==> config.mk <==
export PLATFORM = sky130hd
export DESIGN_NAME = fpu_issue_ctrl
export DESIGN_NICKNAME = d
export VERILOG_FILES = /design/src/rtl/fpu_issue_ctrl.sv
export SDC_FILE = /design/constraint.sdc
export NUM_CORES = 1
export LEC_CHECK = 0
export CORE_MARGIN = 1
export CORE_UTILIZATION = 54
export CTS_CLUSTER_SIZE = 14
export DETAILED_ROUTE_END_ITERATION = 10
export HOLD_SLACK_MARGIN = 0.08
export PLACE_DENSITY = 0.91
export SLEW_MARGIN = 10
export SYNTH_ARGS = -nofsm -noshare
export SYNTH_HDL_FRONTEND = slang
export SYNTH_SLANG_ARGS = --single-unit
==> constraint.sdc <==
create_clock -name clk -period 5 [get_ports clk]
set_input_delay 0.75 -clock clk [delete_from_list [all_inputs] [get_ports clk]]
set_output_delay 0.75 -clock clk [all_outputs]
set_load 0.1 [all_outputs]
==> src/rtl/fpu_issue_ctrl.sv <==
// fpu_issue_ctrl: request/response wrapper around a fixed-latency FPU core with an in-order result FIFO.
// Optional sticky exception register: define FPU_ISSUE_EXC_STICKY_EN to add exc_clr/exc_sticky.
module fpu_issue_ctrl #(
   parameter int DEPTH = 4,
   parameter int LAT   = 4,
   parameter int TAG_W = 4
) (
   input  logic             clk,
   input  logic             rst,
   input  logic             req_valid,
   output logic             req_ready,
   input  logic [1:0]       req_rmode,
   input  logic [2:0]       req_op,
   input  logic [31:0]      req_opa,
   input  logic [31:0]      req_opb,
   input  logic [TAG_W-1:0] req_tag,
   output logic [1:0]       fpu_rmode,
   output logic [2:0]       fpu_op,
   output logic [31:0]      fpu_opa,
   output logic [31:0]      fpu_opb,
   input  logic [31:0]      fpu_out,
   input  logic [7:0]       fpu_flags,
   output logic             rsp_valid,
   input  logic             rsp_ready,
   output logic [31:0]      rsp_out,
   output logic [7:0]       rsp_flags,
   output logic [TAG_W-1:0] rsp_tag,
`ifdef FPU_ISSUE_EXC_STICKY_EN
   input  logic             exc_clr,
   output logic [7:0]       exc_sticky,
`endif
   output logic             busy
);
   localparam int PTR_W = $clog2(DEPTH);
   localparam int CNT_W = $clog2(DEPTH + 1);

   logic [LAT-1:0]   pipe_v;
   logic [TAG_W-1:0] pipe_tag [LAT];
   logic [31:0]      mem_out   [DEPTH];
   logic [7:0]       mem_flags [DEPTH];
   logic [TAG_W-1:0] mem_tag   [DEPTH];
   logic [PTR_W-1:0] wr_ptr, rd_ptr;
   logic [CNT_W-1:0] fifo_count, outstanding;
   logic             accept, push, pop;

   // Admission counts in-flight plus buffered work, so a pipeline exit always finds a free FIFO slot.
   assign accept    = req_valid & req_ready;
   assign push      = pipe_v[LAT-1];
   assign pop       = rsp_valid & rsp_ready;
   assign req_ready = ~rst & (outstanding < CNT_W'(DEPTH));
   assign busy      = (outstanding != '0);
   assign rsp_valid = (fifo_count != '0);
   assign rsp_out   = rsp_valid ? mem_out[rd_ptr]   : '0;
   assign rsp_flags = rsp_valid ? mem_flags[rd_ptr] : '0;
   assign rsp_tag   = rsp_valid ? mem_tag[rd_ptr]   : '0;

   always_ff @(posedge clk or posedge rst) begin
      if (rst) begin
         fpu_rmode <= '0;
         fpu_op    <= '0;
         fpu_opa   <= '0;
         fpu_opb   <= '0;
      end else if (accept) begin
         fpu_rmode <= req_rmode;
         fpu_op    <= req_op;
         fpu_opa   <= req_opa;
         fpu_opb   <= req_opb;
      end
   end

   always_ff @(posedge clk or posedge rst) begin
      if (rst) begin
         pipe_v <= '0;
         for (int unsigned i = 0; i < LAT; i++) pipe_tag[i] <= '0;
      end else begin
         pipe_v[0]   <= accept;
         pipe_tag[0] <= req_tag;
         for (int unsigned i = 1; i < LAT; i++) begin
            pipe_v[i]   <= pipe_v[i-1];
            pipe_tag[i] <= pipe_tag[i-1];
         end
      end
   end

   always_ff @(posedge clk) begin
      if (push) begin
         mem_out[wr_ptr]   <= fpu_out;
         mem_flags[wr_ptr] <= fpu_flags;
         mem_tag[wr_ptr]   <= pipe_tag[LAT-1];
      end
   end

   always_ff @(posedge clk or posedge rst) begin
      if (rst) begin
         wr_ptr      <= '0;
         rd_ptr      <= '0;
         fifo_count  <= '0;
         outstanding <= '0;
      end else begin
         if (push) wr_ptr <= wr_ptr + 1'b1;
         if (pop)  rd_ptr <= rd_ptr + 1'b1;
         case ({push, pop})
            2'b10:   fifo_count <= fifo_count + 1'b1;
            2'b01:   fifo_count <= fifo_count - 1'b1;
            default: ;
         endcase
         case ({accept, pop})
            2'b10:   outstanding <= outstanding + 1'b1;
            2'b01:   outstanding <= outstanding - 1'b1;
            default: ;
         endcase
      end
   end

`ifdef FPU_ISSUE_EXC_STICKY_EN
   // A FIFO write on the clearing edge keeps its own flags.
   always_ff @(posedge clk or posedge rst) begin
      if (rst)          exc_sticky <= '0;
      else if (exc_clr) exc_sticky <= push ? fpu_flags : '0;
      else if (push)    exc_sticky <= exc_sticky | fpu_flags;
   end
`endif

endmodule

======== Yosys cells after proc, flatten, opt, wreduce, memory -nomap -nowiden ========
Memories as Yosys holds them, arrays and structs flattened.
Cells that the tools add are included.
cells by class
  add/subtract/negate cells ............... 6
  $lt $le $gt $ge ......................... 1
  eq/ne operators ......................... 4
  multiplexer cells ....................... 7
  bitwise operators ....................... 4
  reductions and logical operators ........ 4
operators by type and width
  cell                                                                    count
  32-bit two-way mux                                                      1
  3-bit one-hot mux with 2 select lines                                   2
  8-bit two-way mux                                                       1
  3-bit by 1-bit adder with 3-bit output (second input constant)          2
  3-bit nonzero test                                                      2
  3-bit by 1-bit subtractor with 3-bit output (second input constant)     2
  2-bit by 1-bit adder with 2-bit output (second input constant)          2
  2-bit by 1-bit equality test with 1-bit output (second input constant)  2
  2-bit equality test (second input constant)                             2
  4-bit two-way mux                                                       1
  2-bit nonzero test                                                      2
  1-bit bitwise AND                                                       3
  3-bit < comparator (second input constant)                              1
  1-bit two-way mux                                                       2
  1-bit inverter                                                          1
storage, ports and cells
  bits in registers ....................... 99
  memory bits (writable) .................. 176
  bits of input ports ..................... 117
  output and inout bits ................... 116
  word-level logic and storage cells ...... 42
  memories ................................ 3
memory list
  name       depth  width  rd ports  clocked after memory_dff  wr ports  RTL line  text
  mem_out    4      32     1         0                         1         39        logic [31:0] mem_out [DEPTH];
  mem_flags  4      8      1         0                         1         40        logic [7:0] mem_flags [DEPTH];
  mem_tag    4      4      1         0                         1         41        logic [TAG_W-1:0] mem_tag [DEPTH];

======== Longest topological paths before layout ========
  word-level depth ........................ 5
  gate-level depth with buffers ........... 9
  gate-level depth less buffers ........... 8

======== Worst setup path after synthesis ========
Ideal clock, no wire load.
  kind .................................... input to register
  start point ............................. input rst
  end point ............................... register outstanding[2]
  setup time .............................. 0.125 ns
  arrival ................................. 3.297 ns
  required time ........................... 4.875 ns
  path slack .............................. 1.578 ns
  cell stages on the path ................. 7
  path buffers ............................ 0
  cell sequence ........................... nor2_1 -> nand2_1 -> ha_1 -> fa_1 -> xnor2_1 -> nor2_1 -> xor2_1
on the way
  word-level cells in the longest chain between the ends .. 5
  elaborated cells between the ends (all ways) .. 7
  those cells by class .................... 2 x eq/ne; 1 x mux; 3 x bitwise; 1 x reduce/logical
RTL lines
  item                                                                                   RTL line  text
  start: declaration                                                                     9         input logic rst,
  1-bit inverter *                                                                       50        assign req_ready = ~rst & (outstanding < CNT_W'(DEPTH));
  1-bit bitwise AND *                                                                    50
  1-bit bitwise AND *                                                                    47        assign accept = req_valid & req_ready;
  2-bit by 1-bit equality test with 1-bit output or 2-bit equality test (tied branches)  107       case ({accept, pop})
  3-bit one-hot mux with 2 select lines or 2-bit nonzero test (tied branches)            -
  end signal: assignment                                                                 108       2'b10: outstanding <= outstanding + 1'b1;
  end signal: assignment                                                                 109       2'b01: outstanding <= outstanding - 1'b1;
  end: declaration                                                                       43        logic [CNT_W-1:0] fifo_count, outstanding;
Every way passes the cells marked *; elsewhere a longest branch is shown, timed or not.
A chain may end at the register's enable or synchronous reset.

======== Worst setup path in the final report ========
  start point ............................. register rd_ptr[0]
  end point ............................... output rsp_out[1]
on the way
  word-level cells in the longest chain between the ends .. 2
RTL lines
  item                      RTL line  text
  start: declaration        42        logic [PTR_W-1:0] wr_ptr, rd_ptr;
  start signal: assignment  101       if (pop) rd_ptr <= rd_ptr + 1'b1;
  memory read 4 x 32 bit    -
  32-bit two-way mux        53        assign rsp_out = rsp_valid ? mem_out[rd_ptr] : '0;
  end: declaration          25        output logic [31:0] rsp_out,
No other way between the ends.

==> metrics.md <==
| Metric | Value |
|---|---|
| CORE AREA | 0.0187 sq mm |
| Post-synth design cell area | 0.0103 sq mm |
| Launch point of the worst reg-to-reg path | fifo_count[0] |
| Layout Skew | 10.5 ps |
| Hold Path Origin | pipe_tag[9] |
| Initial Utilization | 55.3% |
| Via count | 5427 |
| # Post-CTS Setup Buffers | 0 |
| Drt pass-1 iters | 4 |
| Fin Setup TNS | 0 ps |
| Max Cap Viol | 0 |
| 1st-iter DRT viols | 244 |
| Syn. warnings | 0 |
| Drt wl/cell | 21.0 microns |
| Slew @ Worst Pin | 1200 ps |
| Hpwl dp | 13300 microns |
| Hold buffers post-CTS | 0 |
| CTS resizes | 0 |
| Port Buffers | 232 |
| Root Buffer | clkbuf_16 |
| Residual DRC | 0 |
| Post-synth EDFFs | 176 |
| Family with the most delay on the worst path | buffers and inverters |
| Status | finished clean |
| Worst slew margin | 19.7% |
| Num rows | 50 |
| Final Hold Fails | 0 |
| Worst Path Max Fanout | 28 |
| Worst-path cell chain | buf_12 -> mux4_1 -> and2_1 -> clkdlybuf4s50_1 |
| Critical Path Max Stage Delay | 960 ps |
| Worst Hold Class | reg2reg |
| Ys async rst share | 36.0% |
| H-tree depth | 1 |
| Reg2Reg Setup Slack | 2540 ps |
| Die Wd | 140 microns |
| Number of antenna violations at the first check in global routing | 1 |
| Crit path buffers/inverters | 2 |
| CTS tree | done |
| Vias in the first global route | 6051 |
| Minimum clock period | 4120 ps |
| Mapped Nets | 620 |
| Startpoint Class | register |
| Tcrit/Tclk final | 82.5% |
| Ys flop type | edfxtp_1 |
| Setup repair after global routing missed its margin | no |
| Largest net degree at the start of global routing | 56 |
| First-pass GRT wire length | 32700 microns |
| GRT Total Usage | 21.9% |
| Syn avg cell area | 20.9 sq um |
| CP endpoint kind | output port |
| Critical-path top delay cell | clkdlybuf4s50_1 |
| Synthesized netlist cell count | 495 |
| Layout cell share with drive strength beyond 1 | 22.2% |
| Setup CP Type | reg2out |
| Worst setup path startpoint | rd_ptr[0] |
| Clock sink count | 275 |
| Num CTS Buffers | 27 |
| Final slew viol count | 0 |
| CP arrival | 3370 ps |
| Grt ovf | 0 |
| Area Growth Syn to Fin | 32.6% |
| Clock tree buffer depth | 3 |
| Worst Path Required | 4250 ps |
| Final net count | 865 |
| Clk pin slew, worst setup/hold paths | 60 ps |
| RePlAce Congestion | 0.745 |
| Die height | 140 microns |
| Top Ports | 233 |
| Clock latency on the worst-skew pair | 520 ps |
| Total Wirelength | 20900 microns |
| Synth cell types | 24 |
| Synth Register Bits | 275 |
| Vias per cell | 5.45 |
| Sequential area share after synthesis | 75.1% |
| Fmax | 242 MHz |
| Post-route antenna net violation count | 0 |
| Final setup fails | 0 |
| Die area | 0.0197 sq mm |
==> state kept, by name (all words and copies together), names as in the netlist <==
signal       cells
pipe_tag        16
fpu_rmode        2
mem_out        128
mem_flags       32
pipe_v           4
mem_tag         16
fpu_op           3
wr_ptr           2
fpu_opa         32
fpu_opb         32
rd_ptr           2
fifo_count       3
outstanding      3
==> cells in the mapped netlist (4+ instances only) <==
| master | count | area share (%) |
|---|---|---|
| mux2_2 | 70 | 7.6 |
| buf_4 | 7 | 0.51 |
| and2_1 | 49 | 3.0 |
| mux4_2 | 38 | 8.3 |
| mux4_1 | 6 | 1.5 |
| dfrtp_1 | 99 | 24 |
| edfxtp_1 | 176 | 51 |
| clkbuf_1 | 4 | 0.15 |
| xor2_1 | 5 | 0.42 |
| ha_1 | 6 | 0.73 |
| inv_1 | 7 | 0.25 |
| buf_12 | 4 | 0.77 |
| buf_2 | 5 | 0.24 |
| xnor2_1 | 4 | 0.34 |
==> path summary, 6_finish.rpt <==
path	endpoint	cells past startpoint
min in group asynchronous	fpu_opb[27]	2
worst max-delay path	rsp_out[1]	4
worst min register to register	pipe_tag[5]	0
max in group asynchronous	fpu_opa[31]	3
worst max register to register	outstanding[2]	8
worst min-delay path	pipe_tag[5]	0
==> metal layers <==
layer | part of all wire [%] | GRT usage (%) | vias up
met2 | 50 | 37.3 | 272
met4 | 3.1 | 8.21 | 0
met5 | 0 | 0 | -
met1 | 37 | 26.4 | 2730
met3 | 9.6 | 6.84 | 44
li1 | - | - | 2381
==> kinds of logic (layout without fill, tap and decap cells) <==
family,count (synthesis),count (layout),share of synthesized area [%]
fa+ha+maj,8,8,1.11
buf+inv,30,295,2.12
xor+xnor,9,9,0.763
other cells,0,1,0
simple gates,57,57,3.32
flops,275,275,75.1
compound gates,1,1,0.0484
mux,115,115,17.5
==> cell type report <==
cell class	count	area (sq um)
antenna	1	2.50
clock buffer	39	802
clock inverter	10	75.1
fill	1049	5000
inverter	8	32.5
multi-input combinational	190	2360
sequential	275	7760
tap	234	293
timing repair buffer	238	2380
==> cell usage in the layout (no fill, tap or decap), types with 2 or more instances in the layout <==
master	instances
and2_1	45
and2_2	4
buf_4	5
clkbuf_1	2
clkbuf_16	27
clkbuf_4	3
clkbuf_8	7
clkdlybuf4s50_1	232
clkinv_2	9
dfrtp_1	97
dfrtp_2	2
edfxtp_1	176
fa_1	2
ha_1	6
inv_1	6
mux2_2	70
mux4_1	6
mux4_2	38
nand2_1	2
nor2_1	3
or3_1	2
xnor2_1	4
xor2_1	5
==> stage by stage <==
stage	util, %	setup slack, ps	cell area, sq um	hold WS, ps	cells
after floorplan	-	1580	10300	331	495
after global placement	68.6	1420	12800	332	945
after detailed placement	68.6	1370	12800	336	945
after CTS	73.3	801	13700	351	994
after global routing	73.3	691	13700	354	995
final	73.3	876	13700	349	995
Power is not shown: default switching activity piles up to over one toggle a cycle in this logic, so the estimate is an artifact.
